==> config.mk <==
export PLATFORM = sky130hd
export DESIGN_NAME = seq_divider_flat
export DESIGN_NICKNAME = d
export VERILOG_FILES = /design/src/rtl/seq_divider_if.sv /design/src/rtl/seq_divider.sv /design/src/flat_wrapper.sv
export SDC_FILE = /design/constraint.sdc
export NUM_CORES = 1
export LEC_CHECK = 0
export BUFFER_PORTS_ARGS = -buffer_cell sky130_fd_sc_hd__buf_4
export CORE_MARGIN = 4
export CORE_UTILIZATION = 45
export CTS_BUF_LIST = sky130_fd_sc_hd__clkbuf_16
export CTS_CLUSTER_DIAMETER = 120
export DETAILED_ROUTE_END_ITERATION = 7
export GPL_ROUTABILITY_DRIVEN = 0
export PLACE_DENSITY_LB_ADDON = 0.12
export SYNTH_ARGS = -nofsm -noshare
export SYNTH_HDL_FRONTEND = slang
export SYNTH_SLANG_ARGS = --single-unit
export TNS_END_PERCENT = 1
==> constraint.sdc <==
create_clock -name clk -period 3.1 [get_ports clk]
set_clock_uncertainty 0.2 [all_clocks]
set_input_delay 0.31 -clock clk [delete_from_list [all_inputs] [get_ports clk]]
set_output_delay 0.31 -clock clk [all_outputs]
set_load 0.05 [all_outputs]
==> src/rtl/seq_divider_if.sv <==
// Operand and result handshake bundle for seq_divider.
// The divider connects through the slave modport and the operand source/result consumer through master.
interface seq_divider_if #(
    parameter int WIDTH = 8
);
    logic             in_valid;
    logic             in_ready;
    logic [WIDTH-1:0] dividend;
    logic [WIDTH-1:0] divisor;
    logic             is_signed;
    logic             out_valid;
    logic             out_ready;
    logic [WIDTH-1:0] quotient;
    logic [WIDTH-1:0] remainder;
    logic             div_by_zero;

    modport slave (
        input  in_valid, dividend, divisor, is_signed, out_ready,
        output in_ready, out_valid, quotient, remainder, div_by_zero
    );

    modport master (
        output in_valid, dividend, divisor, is_signed, out_ready,
        input  in_ready, out_valid, quotient, remainder, div_by_zero
    );
endinterface

==> src/rtl/seq_divider.sv <==
// Radix-2 restoring divider: one quotient bit per clock on operand magnitudes,
// with a final sign-fixup cycle for signed (truncate-toward-zero) operations.
module seq_divider #(
    parameter int WIDTH = 8
) (
    input  logic        clk,
    input  logic        rstN,
    seq_divider_if.slave bus
);
    localparam int CW = $clog2(WIDTH);

    typedef enum logic [1:0] {IDLE, CALC, FIXUP, DONE} state_e;

    state_e           state_q, state_d;
    logic [WIDTH-1:0] dvd_q, dvd_d;
    logic [WIDTH-1:0] dsr_q, dsr_d;
    logic [WIDTH-1:0] rem_q, rem_d;
    logic [WIDTH-1:0] quo_q, quo_d;
    logic [WIDTH-1:0] rmd_q, rmd_d;
    logic [CW-1:0]    cnt_q, cnt_d;
    logic             neg_quo_q, neg_quo_d;
    logic             neg_rem_q, neg_rem_d;
    logic             dbz_q, dbz_d;

    logic [WIDTH:0]        shifted;
    logic signed [WIDTH:0] trial;

    function automatic logic [WIDTH-1:0] cond_negate(input logic [WIDTH-1:0] v, input logic neg);
        return neg ? -v : v;
    endfunction

    function automatic logic [WIDTH-1:0] magnitude(input logic [WIDTH-1:0] v, input logic sgn);
        return cond_negate(v, sgn && v[WIDTH-1]);
    endfunction

    always_comb begin
        state_d   = state_q;
        dvd_d     = dvd_q;
        dsr_d     = dsr_q;
        rem_d     = rem_q;
        quo_d     = quo_q;
        rmd_d     = rmd_q;
        cnt_d     = cnt_q;
        neg_quo_d = neg_quo_q;
        neg_rem_d = neg_rem_q;
        dbz_d     = dbz_q;

        shifted = {rem_q, dvd_q[WIDTH-1]};
        trial   = signed'(shifted - {1'b0, dsr_q});

        case (state_q)
            IDLE: begin
                if (bus.in_valid) begin
                    state_d   = CALC;
                    dsr_d     = magnitude(bus.divisor, bus.is_signed);
                    // A zero divisor keeps the raw dividend so it can be returned as the remainder.
                    dvd_d     = (bus.divisor == '0) ? bus.dividend
                                                    : magnitude(bus.dividend, bus.is_signed);
                    rem_d     = '0;
                    cnt_d     = CW'(WIDTH - 1);
                    neg_quo_d = bus.is_signed && (bus.dividend[WIDTH-1] ^ bus.divisor[WIDTH-1]);
                    neg_rem_d = bus.is_signed && bus.dividend[WIDTH-1];
                end
            end
            CALC: begin
                if (dsr_q == '0) begin
                    quo_d   = '1;
                    rmd_d   = dvd_q;
                    dbz_d   = 1'b1;
                    state_d = DONE;
                end else begin
                    rem_d = trial[WIDTH] ? shifted[WIDTH-1:0] : trial[WIDTH-1:0];
                    dvd_d = {dvd_q[WIDTH-2:0], ~trial[WIDTH]};
                    cnt_d = cnt_q - CW'(1);
                    if (cnt_q == '0) begin
                        state_d = FIXUP;
                    end
                end
            end
            FIXUP: begin
                quo_d   = cond_negate(dvd_q, neg_quo_q);
                rmd_d   = cond_negate(rem_q, neg_rem_q);
                dbz_d   = 1'b0;
                state_d = DONE;
            end
            DONE: begin
                if (bus.out_ready) begin
                    state_d = IDLE;
                end
            end
            default: state_d = IDLE;
        endcase
    end

    // Control and visible results
    always_ff @(posedge clk or negedge rstN) begin
        if (!rstN) begin
            state_q <= IDLE;
            quo_q   <= '0;
            rmd_q   <= '0;
            dbz_q   <= 1'b0;
        end else begin
            state_q <= state_d;
            quo_q   <= quo_d;
            rmd_q   <= rmd_d;
            dbz_q   <= dbz_d;
        end
    end

    // Working datapath, reloaded on every accept
    always_ff @(posedge clk) begin
        dvd_q     <= dvd_d;
        dsr_q     <= dsr_d;
        rem_q     <= rem_d;
        cnt_q     <= cnt_d;
        neg_quo_q <= neg_quo_d;
        neg_rem_q <= neg_rem_d;
    end

    assign bus.in_ready    = (state_q == IDLE);
    assign bus.out_valid   = (state_q == DONE);
    assign bus.quotient    = quo_q;
    assign bus.remainder   = rmd_q;
    assign bus.div_by_zero = dbz_q;
endmodule

==> src/flat_wrapper.sv <==
// flat-port wrapper written by rule: the top's interface ports become plain ports
module seq_divider_flat 
#(
    parameter int WIDTH = 8
)
  (clk, rstN, bus_in_valid, bus_dividend, bus_divisor, bus_is_signed, bus_out_ready, bus_in_ready, bus_out_valid, bus_quotient, bus_remainder, bus_div_by_zero);
  seq_divider_if #(.WIDTH(WIDTH)) bus_i ();
  input  logic clk;
  input  logic rstN;
  input wire logic [$bits(bus_i.in_valid)-1:0] bus_in_valid;
  input wire logic [$bits(bus_i.dividend)-1:0] bus_dividend;
  input wire logic [$bits(bus_i.divisor)-1:0] bus_divisor;
  input wire logic [$bits(bus_i.is_signed)-1:0] bus_is_signed;
  input wire logic [$bits(bus_i.out_ready)-1:0] bus_out_ready;
  output wire logic [$bits(bus_i.in_ready)-1:0] bus_in_ready;
  output wire logic [$bits(bus_i.out_valid)-1:0] bus_out_valid;
  output wire logic [$bits(bus_i.quotient)-1:0] bus_quotient;
  output wire logic [$bits(bus_i.remainder)-1:0] bus_remainder;
  output wire logic [$bits(bus_i.div_by_zero)-1:0] bus_div_by_zero;
  assign bus_i.in_valid = bus_in_valid;
  assign bus_i.dividend = bus_dividend;
  assign bus_i.divisor = bus_divisor;
  assign bus_i.is_signed = bus_is_signed;
  assign bus_i.out_ready = bus_out_ready;
  assign bus_in_ready = bus_i.in_ready;
  assign bus_out_valid = bus_i.out_valid;
  assign bus_quotient = bus_i.quotient;
  assign bus_remainder = bus_i.remainder;
  assign bus_div_by_zero = bus_i.div_by_zero;
  seq_divider #(.WIDTH(WIDTH)) u_core (.clk(clk), .rstN(rstN), .bus(bus_i));
endmodule
-- Word level (Yosys, flattened, before mapping)
Index checks and enable logic that the tools add are counted.
- flip-flop bits (word level): 48
- bits of input ports: 21
- output and inout port bits: 19
- word-level logic and storage cells: 65
- $add $sub $neg: 6
- equal/unequal tests: 8
- multiplexer cells: 26
- bitwise gates (word level): 2
- reductions and logical operators: 13
- operators by type and width (cell ; count):
    8-bit two-way mux ; 12
    8-bit one-hot mux with 2 select lines ; 4
    8-bit negator ; 4
    8-bit zero test ; 2
    9-bit by 8-bit subtractor with 9-bit output ; 1
    2-bit two-way mux ; 4
    2-bit one-hot mux with 4 select lines ; 1
    3-bit two-way mux ; 2
    2-bit != test (second input constant) ; 3
    3-bit one-hot mux with 2 select lines ; 1
    3-bit AND reduction ; 2
    2-bit equality test (second input constant) ; 2
    2-bit AND reduction ; 2
    2-bit nonzero test ; 2
    1-bit logical AND ; 3
    3-bit zero test ; 1
    3-bit by 1-bit != test with 1-bit output (second input constant) ; 1
    3-bit by 1-bit subtractor with 3-bit output (second input constant) ; 1
    2-bit by 1-bit equality test with 1-bit output (second input constant) ; 1
    2-bit zero test ; 1
    2-bit by 1-bit != test with 1-bit output (second input constant) ; 1
    1-bit one-hot mux with 2 select lines ; 1
    1-bit two-way mux ; 1
    1-bit inverter ; 1
    1-bit bitwise XOR ; 1

-- Depth between registers and ports, before layout
- depth in word-level cells: 5
- mapped depth: 9
- gate-level depth less buffers: 9

-- Worst setup path before layout
OpenSTA, ideal clock, no wires.
- kind: reg-to-reg
- from: reg u_core.state_q[0]
- to: reg u_core.cnt_q[0], enable pin
- setup time: 0.376 ns
- arrival: 2.008 ns
- data required time: 2.524 ns
- setup slack: 0.516 ns
- cell stages (with the launch flop): 5
- buffers on the path: 0
- clock period less this slack: 2.584 ns
- cells stage by stage: dfrtp_1 > inv_1 > ha_1 > and2_1 > o21a_1
- word-level cells in the longest chain between the ends: 3
- elaborated cells on any way between the ends: 6
- classes of those cells: eq/ne (3); reduce/logical (3)
- RTL lines (item ; RTL line ; text):
    start: declaration ; seq_divider.sv:14 ; state_e state_q, state_d;
    start signal: assignment ; seq_divider.sv:103 ; state_q <= state_d;
    2-bit zero test * ; - ;
    via bus_in_ready ; flat_wrapper.sv:15 ; output wire logic [$bits(bus_i.in_ready)-1:0] bus_in_ready;
    2-bit != test (no line) / 2-bit nonzero test (equally long branches) ; - ;
    3-bit AND reduction (no line) * ; - ;
    end signal: assignment ; seq_divider.sv:115 ; cnt_q <= cnt_d;
    end: declaration ; seq_divider.sv:20 ; logic [CW-1:0] cnt_q, cnt_d;
Mark *: on every way through the listed nets, which the timed path passes. The rest lies on a longest branch.
A chain may end at the register's enable or synchronous reset.

-- Worst setup path in the final report
- from: reg u_core.dvd_q[7]
- to: reg u_core.rem_q[7] (data pin)
- word-level cells in the longest chain between the ends: 4
- RTL lines (item ; RTL line ; text):
    start: declaration ; seq_divider.sv:15 ; logic [WIDTH-1:0] dvd_q, dvd_d;
    start signal: assignment ; seq_divider.sv:112 ; dvd_q <= dvd_d;
    9-bit by 8-bit subtractor with 9-bit output ; seq_divider.sv:49 ; trial = signed'(shifted - {1'b0, dsr_q});
    8-bit two-way mux ; seq_divider.sv:72 ; rem_d = trial[WIDTH] ? shifted[WIDTH-1:0] : trial[WIDTH-1:0];
    8-bit two-way mux ; seq_divider.sv:66 ; if (dsr_q == '0) begin
    8-bit one-hot mux with 2 select lines ; seq_divider.sv:51 ; case (state_q)
    end signal: assignment ; seq_divider.sv:114 ; rem_q <= rem_d;
    end: declaration ; seq_divider.sv:17 ; logic [WIDTH-1:0] rem_q, rem_d;
No other way between the ends. The select of a mux whose other input is x is not followed.

==> impl_results.md <==
* Status: finished clean
* Postcts setup bufs at 0
* Most common cell in the netlist: nand2_1
* Critical path's top delay family: adder cells
* Layout cells sized above 1 at 18.1%
* Slew @ Worst Pin at 0.613 ns
* Depth of the CTS H-tree at 2
* Switching power at 1830 uW
* Area after DPL at 3460 um^2
* Post-Layout Inst Area at 3610 um^2
* Drt initial violations at 119
* Area occupied by multi-input gates at 1570 um^2
* Crit-path max FO at 6
* Final Hold Viols at 0
* Worst EP arrival at 2.61 ns
* Synth unique cells at 54
* CTS Root Cell: clkbuf_16
* Worst path most repeated cell: inv_1
* Port Buffer Count at 39
* Total number of vias at 2,391
* Final HPWL DP at 4.98 mm
* CTS-repair resized insts at 0
* Hold buffers post-CTS at 1
* Worst hold path class: in2reg
* Yosys reg bits at 48
* Fillers at 602
* Total negative slack at 0 ns
* Switch share at 46.5%
* Reg power frac at 32.8%
* Mapped Cells at 313
* Power Density at 1090 nW/um^2
* Worst-case clock buffer depth at 2
* Syn. warnings at 0
* # diodes at 0
* Async set or reset register ratio after synthesis at 39.6%
* Clk pwr share at 12.9%
* Largest area contributor in the netlist: edfxtp_1
* Final setup violation count at 0
* CP Class: reg2reg
* Crit-path max cell delay at 0.43 ns
* Top post-synthesis cells by area: edfxtp_1 (28%), dfrtp_1 (16%), ha_1 (7.3%)
* Sink Count at 48
* Hold depth at 1
* Synth cell count leaders: nand2_1 (30), edfxtp_1 (29), inv_1 (28), o21ai_0 (27), nor2_1 (24)
* Share of Yosys cell area claimed by the top area cell type at 28.4%
* Die ar. at 8200 um^2
* Reg2Reg Depth at 9
* DR pass1 iterations at 4
* WP depth at 9
* I/O Pins at 40
* Via/cell ratio at 5.47
* Mapped Area at 3070 um^2
* P&R area growth vs syn at 17.6%
* Maxcap violations at 0
* Lkg Pwr at 0.00154 uW
* Register area share after synthesis at 43.9%
* Largest net degree at the start of global routing at 29
* Number of global-route vias before repair at 2,226
* Remaining global-route overflow at 0
* Minimum clock period after layout at 2.71 ns
* Starting Density at 47.2%
* Mapped Avg Cell Area at 9.80 um^2
* Post-Route WL at 6.44 mm
* WHS at 0.0276 ns
* Gr usage total at 16.1%
* Syn Nets at 353
* Chip width at 90.6 um
* Routed wire length per instance at 14.7 um
* Fin nets at 399
* CTS tree: yes
* Antenna viol nets, final at 0
* Pins Over Slew Limit at 0
* Max VDD drop at 0.344 mV
* Die H at 90.6 um
* Crit path buffers/inverters at 2
* WP data required at 3.00 ns
* Initial antenna violation count at 0
* Max-slew headroom at 59.1%
* FF+latch area at 1350 um^2
* RSZ-0062 raised after global routing: no
* Slowest stage cell, crit path: fa_1
* FP Rows at 29
* Worst path cell trace: inv_1, ha_1, inv_1, fa_1, a211oi_2, nor3_2, mux2i_2, nor2_2, o41ai_2
* DRC at 0
* Clk_lat worst skew at 0.28 ns
* First-pass GRT wire length at 10.7 mm
* CP endpoint kind: register
* Top FF cell, synth: edfxtp_1
* Clock-pin slew on the worst setup and hold paths at 0.06 ns
* Crit path launch type: register
* CORE AREA at 6490 um^2
* Peak Freq at 369 MHz
* EDFF count, synth at 29
* Fin crit share at 87.4%
* Gate power share at 54.2%
* P_int at 2100 uW
* Num CTS Buffers at 5
[cells by family (layout without fill, tap and decap cells)]
kind of cell | count (synthesis) | in the layout | share of synthesized area, %
xor+xnor | 26 | 26 | 7.43
fa+ha+maj | 19 | 19 | 8.00
buf+inv | 35 | 82 | 4.77
compound gates | 84 | 84 | 17.8
simple gates | 89 | 89 | 14.0
flops | 48 | 48 | 43.9
mux | 12 | 12 | 4.16
[power groups by stage]
stage / Sequential, uW / Clock (uW) / Combinational [uW]
final: 1290 / 509 / 2130
after CTS: 1290 / 523 / 2140
after global placement: 1300 / 0 / 2110
after detailed placement: 1310 / 0 / 2120
after global routing: 1330 / 557 / 2360
after floorplan: 1500 / 0 / 1340
[cell type report]
cell class	count	area share [%]
Sequential cell	48	37.3
Inverter	28	2.91
Timing Repair Buffer	46	9.65
Multi-Input combinational cell	230	43.7
Clock buffer	5	3.47
Tap cell	77	2.67
Clock inverter	3	0.312
[registers in the layout, summed over array words and instances (netlist names)]
name,flops
u_core.bus.div_by_zero,1
u_core.bus.quotient,8
u_core.bus.remainder,8
u_core.cnt_q,3
u_core.dsr_q,8
u_core.dvd_q,8
u_core.neg_quo_q,1
u_core.neg_rem_q,1
u_core.rem_q,8
u_core.state_q,2
[worst paths after layout]
check,to,slack (ns),startpoint
max,u_core.rem_q[7]$_SDFFCE_PP0P_,0.39,u_core.dvd_q[7]$_DFFE_PP_
min,u_core.dsr_q[0]$_DFFE_PP_,0.03,bus_divisor[0]
max reg2reg,u_core.rem_q[7]$_SDFFCE_PP0P_,0.39,u_core.dvd_q[7]$_DFFE_PP_
min reg2reg,u_core.bus.remainder[5]$_DFFE_PN0P_,0.28,u_core.bus.remainder[5]$_DFFE_PN0P_
max in group asynchronous,u_core.bus.remainder[1]$_DFFE_PN0P_,2.26,rstN
min in group asynchronous,u_core.bus.quotient[6]$_DFFE_PN0P_,0.23,rstN
[cell usage in the layout (no fill, tap or decap), types with 2 or more instances in the layout]
cell	instances
nand2_1	30
o21ai_0	27
ha_1	18
o21ai_1	3
nor2b_1	4
nand4_1	3
buf_4	45
and2_1	4
xnor2_1	12
clkbuf_16	5
dfrtp_1	19
nor4_1	3
inv_1	30
mux2_2	3
or3_1	4
nand3_1	2
a211oi_1	3
edfxtp_1	29
a21oi_1	11
o31ai_1	7
o21bai_1	3
xor2_1	14
nor2_1	24
a31oi_1	12
a211oi_2	2
nor3_1	4
nand2b_1	4
mux2i_1	8
[per-stage QoR]
| step | worst slack (ns) | power [uW] | utilization (%) | std cells |
|---|---|---|---|---|
| 4_1_cts | 0.408 | 3960 | 55.5 | 437 |
| 3_5_place_dp | 0.437 | 3420 | 53.3 | 428 |
| 5_1_grt | 0.200 | 4250 | 55.5 | 437 |
| 3_3_place_gp | 0.498 | 3410 | 53.3 | 428 |
| 6_report | 0.392 | 3930 | 55.5 | 437 |
| 2_1_floorplan | 0.516 | 2850 | - | 313 |
[layer usage]
metal  vias up  wire, um  GRT usage (%)
li1       1213         -              -
met1      1110      2990           21.5
met2        62      3020           26.7
met3         6       358           3.33
met4         0        66           3.95
met5         -         0              0
Power figures use the tool's default switching activity.
